`config.mk`:
```
export PLATFORM = sky130hd
export DESIGN_NAME = ram_arbiter_flat
export DESIGN_NICKNAME = d
export VERILOG_FILES = /design/src/rtl/ram_arbiter_pkg.sv /design/src/rtl/ram_arbiter_if.sv /design/src/rtl/ram_arbiter.sv /design/src/flat_wrapper.sv
export SDC_FILE = /design/constraint.sdc
export NUM_CORES = 1
export LEC_CHECK = 0
export BUFFER_PORTS_ARGS = -buffer_cell sky130_fd_sc_hd__buf_4
export CAP_MARGIN = 20
export CORE_ASPECT_RATIO = 1.25
export CORE_MARGIN = 2
export CORE_UTILIZATION = 40
export DETAILED_ROUTE_END_ITERATION = 6
export GPL_TIMING_DRIVEN = 1
export PLACE_DENSITY = 0.71
export SYNTH_ARGS = -nofsm -noshare
export SYNTH_HDL_FRONTEND = slang
export SYNTH_SLANG_ARGS = --single-unit
```
`constraint.sdc`:
```
create_clock -name clk -period 3.4 [get_ports clk]
set_clock_uncertainty 0.15 [all_clocks]
set_input_delay 0.34 -clock clk [delete_from_list [all_inputs] [get_ports clk]]
set_output_delay 0.34 -clock clk [all_outputs]
set_load 0.05 [all_outputs]
```
`src/rtl/ram_arbiter_pkg.sv`:
```
// Shared types and helpers for the unified-RAM arbiter: bus widths, FSM
// state encoding, owner encoding and the grant/streak decision functions.
package ram_arbiter_pkg;

    localparam int unsigned ADDR_W = 32;
    localparam int unsigned DATA_W = 32;
    localparam int unsigned SEL_W  = 4;

    typedef enum logic [1:0] {
        ARB_IDLE  = 2'd0,
        ARB_SERVE = 2'd1,
        ARB_RESP  = 2'd2
    } arb_state_e;

    localparam logic ARB_OWNER_IF  = 1'b0;
    localparam logic ARB_OWNER_MEM = 1'b1;

    // MEM normally has priority; IF takes the grant once MEM has won
    // `limit` times in a row while IF was kept waiting.
    function automatic logic mem_wins(input logic       if_req,
                                      input logic       mem_req,
                                      input logic [3:0] streak,
                                      input logic [3:0] limit);
        return mem_req & (~if_req | (streak != limit));
    endfunction

    // Streak only grows while MEM starves a waiting IF; any other grant clears it.
    function automatic logic [3:0] next_streak(input logic       mem_grant,
                                               input logic       if_req,
                                               input logic [3:0] streak);
        if (mem_grant && if_req) begin
            return streak + 4'd1;
        end else begin
            return 4'd0;
        end
    endfunction

endpackage

```
`src/rtl/ram_arbiter_if.sv`:
```
// Bundles the IF requester, MEM requester and RAM bus signals of the arbiter.
// slave  : the arbiter's view.
// master : the environment's view (both requesters plus the RAM).
interface ram_arbiter_if;
    import ram_arbiter_pkg::*;

    logic                if_req;
    logic [ADDR_W-1:0]   if_addr;
    logic                if_ack;
    logic [DATA_W-1:0]   if_rdata;

    logic                mem_req;
    logic [SEL_W-1:0]    mem_we;
    logic [ADDR_W-1:0]   mem_addr;
    logic [DATA_W-1:0]   mem_wdata;
    logic                mem_ack;
    logic [DATA_W-1:0]   mem_rdata;

    logic                bus_req;
    logic [SEL_W-1:0]    bus_we;
    logic [ADDR_W-1:0]   bus_addr;
    logic [DATA_W-1:0]   bus_wdata;
    logic [DATA_W-1:0]   bus_rdata;
    logic                bus_ready;
    logic                bus_timeout;

    logic                stall_if;
    logic                stall_mem;

    modport slave (
        input  if_req, if_addr,
        output if_ack, if_rdata,
        input  mem_req, mem_we, mem_addr, mem_wdata,
        output mem_ack, mem_rdata,
        output bus_req, bus_we, bus_addr, bus_wdata,
        input  bus_rdata, bus_ready,
        output bus_timeout,
        output stall_if, stall_mem
    );

    modport master (
        output if_req, if_addr,
        input  if_ack, if_rdata,
        output mem_req, mem_we, mem_addr, mem_wdata,
        input  mem_ack, mem_rdata,
        input  bus_req, bus_we, bus_addr, bus_wdata,
        output bus_rdata, bus_ready,
        input  bus_timeout,
        input  stall_if, stall_mem
    );

endinterface

```
`src/rtl/ram_arbiter.sv`:
```
// Arbiter/sequencer for the single-port unified RAM shared by instruction
// fetch and the MEM stage. One access at a time: IDLE picks a requester and
// latches its request onto the bus, SERVE waits for ready or timeout, RESP
// returns a one-cycle registered ack with data to the owner.
module ram_arbiter
    import ram_arbiter_pkg::*;
#(
    parameter int unsigned TIMEOUT    = 16,
    parameter int unsigned MEM_STREAK = 4
) (
    input  logic          clk,
    input  logic          rst,
    ram_arbiter_if.slave  arb
);

    localparam logic [7:0] TIMEOUT_C      = 8'(TIMEOUT);
    localparam logic [3:0] STREAK_LIMIT_C = 4'(MEM_STREAK);

    arb_state_e         state_q,       state_d;
    logic               owner_q,       owner_d;
    logic [3:0]         streak_q,      streak_d;
    logic [7:0]         wait_q,        wait_d;
    logic               bus_req_q,     bus_req_d;
    logic [SEL_W-1:0]   bus_we_q,      bus_we_d;
    logic [ADDR_W-1:0]  bus_addr_q,    bus_addr_d;
    logic [DATA_W-1:0]  bus_wdata_q,   bus_wdata_d;
    logic               if_ack_q,      if_ack_d;
    logic               mem_ack_q,     mem_ack_d;
    logic [DATA_W-1:0]  if_rdata_q,    if_rdata_d;
    logic [DATA_W-1:0]  mem_rdata_q,   mem_rdata_d;
    logic               bus_timeout_q, bus_timeout_d;

    logic               grant_s;
    logic               mem_grant_s;
    logic               finish_s;
    logic [DATA_W-1:0]  rdata_s;

    // Next-state, bus latching, streak/wait counters and response generation.
    always_comb begin
        state_d       = state_q;
        owner_d       = owner_q;
        streak_d      = streak_q;
        wait_d        = wait_q;
        bus_req_d     = bus_req_q;
        bus_we_d      = bus_we_q;
        bus_addr_d    = bus_addr_q;
        bus_wdata_d   = bus_wdata_q;
        if_ack_d      = 1'b0;
        mem_ack_d     = 1'b0;
        if_rdata_d    = 32'h0;
        mem_rdata_d   = 32'h0;
        bus_timeout_d = 1'b0;
        finish_s      = 1'b0;
        rdata_s       = 32'h0;
        grant_s       = arb.if_req | arb.mem_req;
        mem_grant_s   = mem_wins(arb.if_req, arb.mem_req, streak_q, STREAK_LIMIT_C);

        case (state_q)
            ARB_IDLE: begin
                if (grant_s) begin
                    state_d   = ARB_SERVE;
                    bus_req_d = 1'b1;
                    wait_d    = 8'd0;
                    streak_d  = next_streak(mem_grant_s, arb.if_req, streak_q);
                    if (mem_grant_s) begin
                        owner_d     = ARB_OWNER_MEM;
                        bus_we_d    = arb.mem_we;
                        bus_addr_d  = arb.mem_addr;
                        bus_wdata_d = arb.mem_wdata;
                    end else begin
                        // Fetches are always reads.
                        owner_d     = ARB_OWNER_IF;
                        bus_we_d    = 4'b0000;
                        bus_addr_d  = arb.if_addr;
                        bus_wdata_d = 32'h0;
                    end
                end else begin
                    state_d = ARB_IDLE;
                end
            end

            ARB_SERVE: begin
                // Ready wins over a timeout landing in the same cycle.
                if (arb.bus_ready) begin
                    finish_s      = 1'b1;
                    bus_timeout_d = 1'b0;
                    if (bus_we_q != 4'b0000) begin
                        rdata_s = 32'h0;
                    end else begin
                        rdata_s = arb.bus_rdata;
                    end
                end else if ((wait_q + 8'd1) == TIMEOUT_C) begin
                    finish_s      = 1'b1;
                    bus_timeout_d = 1'b1;
                    rdata_s       = 32'h0;
                    wait_d        = wait_q + 8'd1;
                end else begin
                    wait_d = wait_q + 8'd1;
                end

                if (finish_s) begin
                    state_d   = ARB_RESP;
                    bus_req_d = 1'b0;
                    if (owner_q == ARB_OWNER_MEM) begin
                        mem_ack_d   = 1'b1;
                        mem_rdata_d = rdata_s;
                    end else begin
                        if_ack_d    = 1'b1;
                        if_rdata_d  = rdata_s;
                    end
                end else begin
                    state_d = ARB_SERVE;
                end
            end

            ARB_RESP: begin
                state_d = ARB_IDLE;
            end

            default: begin
                state_d   = ARB_IDLE;
                bus_req_d = 1'b0;
            end
        endcase
    end

    // State and output registers with synchronous reset.
    always_ff @(posedge clk) begin
        if (rst) begin
            state_q       <= ARB_IDLE;
            owner_q       <= ARB_OWNER_IF;
            streak_q      <= 4'd0;
            wait_q        <= 8'd0;
            bus_req_q     <= 1'b0;
            bus_we_q      <= 4'b0000;
            bus_addr_q    <= 32'h0;
            bus_wdata_q   <= 32'h0;
            if_ack_q      <= 1'b0;
            mem_ack_q     <= 1'b0;
            if_rdata_q    <= 32'h0;
            mem_rdata_q   <= 32'h0;
            bus_timeout_q <= 1'b0;
        end else begin
            state_q       <= state_d;
            owner_q       <= owner_d;
            streak_q      <= streak_d;
            wait_q        <= wait_d;
            bus_req_q     <= bus_req_d;
            bus_we_q      <= bus_we_d;
            bus_addr_q    <= bus_addr_d;
            bus_wdata_q   <= bus_wdata_d;
            if_ack_q      <= if_ack_d;
            mem_ack_q     <= mem_ack_d;
            if_rdata_q    <= if_rdata_d;
            mem_rdata_q   <= mem_rdata_d;
            bus_timeout_q <= bus_timeout_d;
        end
    end

    assign arb.bus_req     = bus_req_q;
    assign arb.bus_we      = bus_we_q;
    assign arb.bus_addr    = bus_addr_q;
    assign arb.bus_wdata   = bus_wdata_q;
    assign arb.if_ack      = if_ack_q;
    assign arb.if_rdata    = if_rdata_q;
    assign arb.mem_ack     = mem_ack_q;
    assign arb.mem_rdata   = mem_rdata_q;
    assign arb.bus_timeout = bus_timeout_q;

    // Pipeline stalls are combinational so the stage releases in its ack cycle.
    assign arb.stall_if  = arb.if_req  & ~if_ack_q;
    assign arb.stall_mem = arb.mem_req & ~mem_ack_q;

endmodule
```
`src/flat_wrapper.sv`:
```
// flat-port wrapper written by rule: the top's interface ports become plain ports
module ram_arbiter_flat import ram_arbiter_pkg::*;
#(
    parameter int unsigned TIMEOUT    = 16,
    parameter int unsigned MEM_STREAK = 4
)
  (clk, rst, arb_if_req, arb_if_addr, arb_if_ack, arb_if_rdata, arb_mem_req, arb_mem_we, arb_mem_addr, arb_mem_wdata, arb_mem_ack, arb_mem_rdata, arb_bus_req, arb_bus_we, arb_bus_addr, arb_bus_wdata, arb_bus_rdata, arb_bus_ready, arb_bus_timeout, arb_stall_if, arb_stall_mem);
  ram_arbiter_if arb_i ();
  input  logic clk;
  input  logic rst;
  input wire logic [$bits(arb_i.if_req)-1:0] arb_if_req;
  input wire logic [$bits(arb_i.if_addr)-1:0] arb_if_addr;
  output wire logic [$bits(arb_i.if_ack)-1:0] arb_if_ack;
  output wire logic [$bits(arb_i.if_rdata)-1:0] arb_if_rdata;
  input wire logic [$bits(arb_i.mem_req)-1:0] arb_mem_req;
  input wire logic [$bits(arb_i.mem_we)-1:0] arb_mem_we;
  input wire logic [$bits(arb_i.mem_addr)-1:0] arb_mem_addr;
  input wire logic [$bits(arb_i.mem_wdata)-1:0] arb_mem_wdata;
  output wire logic [$bits(arb_i.mem_ack)-1:0] arb_mem_ack;
  output wire logic [$bits(arb_i.mem_rdata)-1:0] arb_mem_rdata;
  output wire logic [$bits(arb_i.bus_req)-1:0] arb_bus_req;
  output wire logic [$bits(arb_i.bus_we)-1:0] arb_bus_we;
  output wire logic [$bits(arb_i.bus_addr)-1:0] arb_bus_addr;
  output wire logic [$bits(arb_i.bus_wdata)-1:0] arb_bus_wdata;
  input wire logic [$bits(arb_i.bus_rdata)-1:0] arb_bus_rdata;
  input wire logic [$bits(arb_i.bus_ready)-1:0] arb_bus_ready;
  output wire logic [$bits(arb_i.bus_timeout)-1:0] arb_bus_timeout;
  output wire logic [$bits(arb_i.stall_if)-1:0] arb_stall_if;
  output wire logic [$bits(arb_i.stall_mem)-1:0] arb_stall_mem;
  assign arb_i.if_req = arb_if_req;
  assign arb_i.if_addr = arb_if_addr;
  assign arb_if_ack = arb_i.if_ack;
  assign arb_if_rdata = arb_i.if_rdata;
  assign arb_i.mem_req = arb_mem_req;
  assign arb_i.mem_we = arb_mem_we;
  assign arb_i.mem_addr = arb_mem_addr;
  assign arb_i.mem_wdata = arb_mem_wdata;
  assign arb_mem_ack = arb_i.mem_ack;
  assign arb_mem_rdata = arb_i.mem_rdata;
  assign arb_bus_req = arb_i.bus_req;
  assign arb_bus_we = arb_i.bus_we;
  assign arb_bus_addr = arb_i.bus_addr;
  assign arb_bus_wdata = arb_i.bus_wdata;
  assign arb_i.bus_rdata = arb_bus_rdata;
  assign arb_i.bus_ready = arb_bus_ready;
  assign arb_bus_timeout = arb_i.bus_timeout;
  assign arb_stall_if = arb_i.stall_if;
  assign arb_stall_mem = arb_i.stall_mem;
  ram_arbiter #(.TIMEOUT(TIMEOUT), .MEM_STREAK(MEM_STREAK)) u_core (.clk(clk), .rst(rst), .arb(arb_i));
endmodule
```
=== Word level (Yosys, flattened, before mapping) ===
Cells that the tools add are included.

* Bits in latches: 0
* Memories kept: 0
* Flip-flop bits (word level): 151
* Bits in read-only memories: 0
* Bits of input ports: 137
* Logic and storage cells: 66
* Output and inout bits: 138
* Memory bits (writable): 0

* Mux-type cells: 21
* $add $sub $neg: 2
* Multipliers: 0
* Reduce and logical (&&, ||, !) cells: 11
* Equal/unequal tests: 7
* Shift-type cells: 0
* Magnitude comparators: 0
* Div/mod/pow operators: 0
* Bitwise gates (word level): 12

{| class="wikitable"
|+ Operators by type and width
! operator !! number
|-
| 32-bit two-way mux || 4
|-
| 8-bit two-way mux || 2
|-
| 8-bit case mux with 2 select lines || 1
|-
| 1-bit two-way mux || 9
|-
| 8-bit by 1-bit adder with 8-bit output (second input constant) || 1
|-
| 8-bit by 5-bit equality test with 1-bit output (second input constant) || 1
|-
| 4-bit two-way mux || 2
|-
| 4-bit OR reduction || 2
|-
| 1-bit NOT || 7
|-
| 3-bit AND reduction || 2
|-
| 3-bit OR reduction || 2
|-
| 4-bit by 1-bit adder with 4-bit output (second input constant) || 1
|-
| 2-bit by 1-bit != test with 1-bit output (second input constant) || 2
|-
| 4-bit by 3-bit != test with 1-bit output (second input constant) || 1
|-
| 2-bit case mux with 2 select lines || 1
|-
| 4-bit nonzero test || 1
|-
| 1-bit bitwise AND || 3
|-
| 1-bit case mux with 3 select lines || 1
|-
| 2-bit by 1-bit equality test with 1-bit output (second input constant) || 1
|-
| 2-bit equality test (second input constant) || 1
|-
| 2-bit logical NOT || 1
|-
| 2-bit two-way mux || 1
|-
| 2-bit != test (second input constant) || 1
|-
| 1-bit OR || 2
|-
| 3 further kinds || 3
|}

=== Depth between registers and ports, before layout ===
* Depth in word-level cells: 7
* Mapped depth: 7
* Mapped depth without buffers: 6

=== Least setup slack after synthesis ===
OpenSTA, ideal clock, no wires.

* Path type: register -> register
* Start: register u_core.streak_q[0]
* End: register u_core.bus_wdata_q[22] (netlist: u_core.arb.bus_wdata[22])
* Stages on the path, launching flop included: 8
* Path slack: 1.651 ns
* Clock period less this slack: 1.749 ns
* Library setup time: 0.060 ns
* Buffers on the path: 1
* Data arrival time: 1.538 ns
* Required time: 3.190 ns
* Cells stage by stage: dfxtp_1 > inv_1 > ha_1 > nand4b_1 > nand2_2 > nor4_4 > buf_2 > a22o_1

* Cells in the longest elaborated chain, start to end: 4

{| class="wikitable"
|+ RTL lines
! what !! line !! source
|-
| start: declaration || ram_arbiter.sv:21 || <nowiki>logic [3:0] streak_q, streak_d;</nowiki>
|-
| start signal: assignment || ram_arbiter.sv:146 || <nowiki>streak_q <= streak_d;</nowiki>
|-
| 4-bit by 3-bit != test with 1-bit output || ram_arbiter_pkg.sv:24 || <nowiki>return mem_req & (~if_req | (streak != limit));</nowiki>
|-
| 1-bit OR || ram_arbiter_pkg.sv:24 ||
|-
| 1-bit bitwise AND || ram_arbiter_pkg.sv:24 ||
|-
| 32-bit two-way mux || ram_arbiter.sv:65 || <nowiki>if (mem_grant_s) begin</nowiki>
|-
| end signal: assignment || ram_arbiter.sv:151 || <nowiki>bus_wdata_q <= bus_wdata_d;</nowiki>
|-
| end: declaration || ram_arbiter.sv:26 || <nowiki>logic [DATA_W-1:0] bus_wdata_q, bus_wdata_d;</nowiki>
|}

No other way between the ends.
A chain may end at the register's enable or synchronous reset.

=== Worst setup path in the final report ===
* Start: register u_core.streak_q[0]
* End: register u_core.bus_wdata_q[16] (netlist: u_core.arb.bus_wdata[16])

The elaborated chain is that of the path after synthesis.

==> run metrics <==
R2R Setup Slk 1.07 ns; Final Max Tran Viols 0; Rows 46; Yosys top cell by area dfxtp_1; EDFF count, synth 0; Min-Delay Path Depth 2; Data required, critical path approximately 3.6 ns; Hold Path Sink u_core.arb.bus_wdata[11]; Clock Latency Late Sink 0.41 ns; Vias per Instance approximately 4.9; Clock transition at path regs around 0.06 ns; Area after DPL 0.00736 mm^2; Synth top cells by count dfxtp_1, and2_1, nor2_1, a211oi_1, a22o_1; Area growth, synth to finish 66.6%; Buf/Inv on CP 2; Num CTS Buffers 17; # resized after CTS 0; clock sink count 151; Non-Filler Instances 988; async set or reset register ratio after synthesis 0%; Synth Instances 474; total gr overflow 0; Slew headroom roughly 40%; number of antenna diodes 0; CTS tree built; largest family of logic cells by synthesized area simple AND/OR/NAND/NOR gates; LEAKAGE around 4 nW; PwrDens 546 mW/mm^2; post-synth top area share 58.2%; synthesized area 0.00519 mm^2; critical-path cell list inv_1 > ha_1 > nand4b_1 > nand2_2 > nor4_4 > buf_4 > a22o_1; R2R Path Start u_core.streak_q[0]; multiplexer share of the synthesized area 6.39%; largest net degree at the start of global routing 71; Critical Path Max Stage Delay 0.43 ns; DR pass1 iterations 5; multi-input logic area 0.00202 mm^2; Critical Path Start Type flip-flop; register cell area after layout 0.00302 mm^2; syn avg cell area about 11 um^2; post-synthesis simple-gate area fraction around 17%; Final #Nets 948; routability cong. approximately 0.80; Worst Setup Path Type flip-flop to flip-flop; clock buffer depth 2; detailed placer's ending HPWL 11000 um; max cap viols 0; vias in the first global route about 5100; Hold Crit Class primary input to flip-flop; most common cell in the netlist dfxtp_1; Final Critical Period around 2.3 ns; CP startpoint u_core.streak_q[0]; RSZ-0062 raised after global routing no; Max Freq 430 MHz; Hold Vio Cnt, Final 0; capture point of the worst reg-to-reg path u_core.arb.bus_wdata[16]; post-route ant nets 0; complex-gate fraction of the synthesized area 14.3%; FF+latch count, synth 151; initial drt markers 202; top post-synthesis cells by area dfxtp_1, and2_1, mux2i_1; worst r2r path cells 7; crit path DAT 2.52 ns; Slew @ Worst Pin 0.893 ns; fin area 0.00864 mm^2; worst vdd ir 0.321 mV; Largest delay share family, worst path simple AND/OR/NAND/NOR gates; Die ar. 0.0139 mm^2; Cells after DPL 890; status finished clean; filler cell count between 900 and 1000; # port buffers 274; routed wire length 16200 um; initial antenna violation count 0; crit path max fanout 37; number of library cell types mapped by synthesis 48; # DRC 0; Top FF cell, synth dfxtp_1; Die Y 131 um; Crit path depth 7; net count after synthesis 614; crit end category flip-flop; Avg WL per Cell 16.4 um; gr usage total a little under a quarter; Slowest cell on crit path buf_4; via count 4848; DIE WIDTH 106 um; first-pass GRT wire length 25200 um; register area share after synthesis 58.2%; top-level I/O count 275; Root Driver clkbuf_16; hold_sp arb_mem_wdata[11]; total negative slack 0 ns; final worst-path cycle share 68.4%; Post-Synth XOR/XNOR Area 0.338%; Clock H-tree levels 4; fraction of layout cells with a size suffix above 1 39.3%; Synth Area in Adders 0.723%; setup violators final 0; core area 0.0127 mm^2; synth warn 0; starting density of the core 41.0%
## layer usage
layer / part of all wire (%) / vias up / GRT usage (%) / routed length, um
li1: - / 2340 / - / -
met1: 38 / 2252 / 23.7 / 6080
met4: 1.7 / 0 / 7.89 / 268
met5: 0 / - / 0 / 0
met2: 52 / 232 / 41.1 / 8350
met3: 9.1 / 24 / 9.08 / 1480
## flip-flops by register name, indices dropped and copies added (netlist names)
name / flops
u_core.arb.mem_ack: 1
u_core.wait_q: 8
u_core.arb.bus_addr: 32
u_core.arb.bus_req: 1
u_core.streak_q: 4
u_core.owner_q: 1
u_core.arb.if_ack: 1
u_core.arb.bus_timeout: 1
u_core.arb.mem_rdata: 32
u_core.state_q: 2
u_core.arb.if_rdata: 32
u_core.arb.bus_we: 4
u_core.arb.bus_wdata: 32
## stage by stage
step / hold WS (ns) / utilization (%) / total power [mW] / setup WS [ns]
finish: 0.0176 / 68.3 / 4.72 / 1.07
global route: 0.00697 / 68.3 / 4.88 / 0.931
CTS: 0.00373 / 68.3 / 4.75 / 1.09
detailed placement: 0.317 / 58.2 / 2.74 / 1.12
global placement: 0.315 / 58.2 / 2.73 / 1.25
floorplan: 0.288 / - / 2.43 / 1.65
## final cells by class
| type | count | area share (%) |
|---|---|---|
| flip-flops and latches | 151 | 35.0 |
| repair buffers | 346 | 32.0 |
| multi-input cells | 288 | 23.4 |
| clock buffers | 19 | 5.01 |
| well taps | 168 | 2.43 |
| clock inverters | 12 | 2.04 |
| inverters | 4 | 0.174 |
## cell families (layout without fill, tap and decap cells)
family,Yosys count,in the layout
AO/OA/AOI/OAI,96,96
XOR/XNOR,2,2
adder cells (fa/ha/maj),3,3
buffers and inverters,35,381
flip-flops,151,151
multiplexers,33,33
AND/OR/NAND/NOR,154,154
## repair_timing
action / 4_1_cts / 5_1_grt
hold buffers: 67 / 0
endpoints found under the hold margin: 93 / 0
buffers inserted: 0 / 0
## how the worst max path moves through the flow
| stage | endpoint | slack, ns |
|---|---|---|
| after floorplan | u_core.arb.bus_wdata[22] | 1.65 |
| final | u_core.arb.bus_wdata[16] | 1.07 |
| after global placement | u_core.arb.bus_wdata[21] | 1.25 |
| after global routing | u_core.arb.bus_wdata[16] | 0.93 |
| after detailed placement | u_core.arb.bus_addr[8] | 1.12 |
| after CTS | u_core.arb.bus_addr[8] | 1.09 |
## cell usage in the layout, fill, tap and decap left out, drive strengths merged, types with 2 or more instances in the layout
master       count
a211oi          36
a21oi            5
a22o            36
a311oi           4
a31oi            2
and2            65
and4             2
buf            279
bufinv           4
clkbuf          19
clkinv           4
clkinvlp         2
dfxtp          151
dlygate4sd3     67
ha               3
inv              6
mux2i           32
nand2           13
nand3            5
nand4            3
nor2            44
nor2b            2
nor3             8
nor4             2
o21ai            7
or3              4
or3b             2
## where the power goes
group / total [mW] / internal, mW / switching [mW]
registers: 1.91 / 1.86 / 0.0542
logic: 0.858 / 0.343 / 0.515
clock network: 1.95 / 1.23 / 0.720
Power figures use the tool's default switching activity.
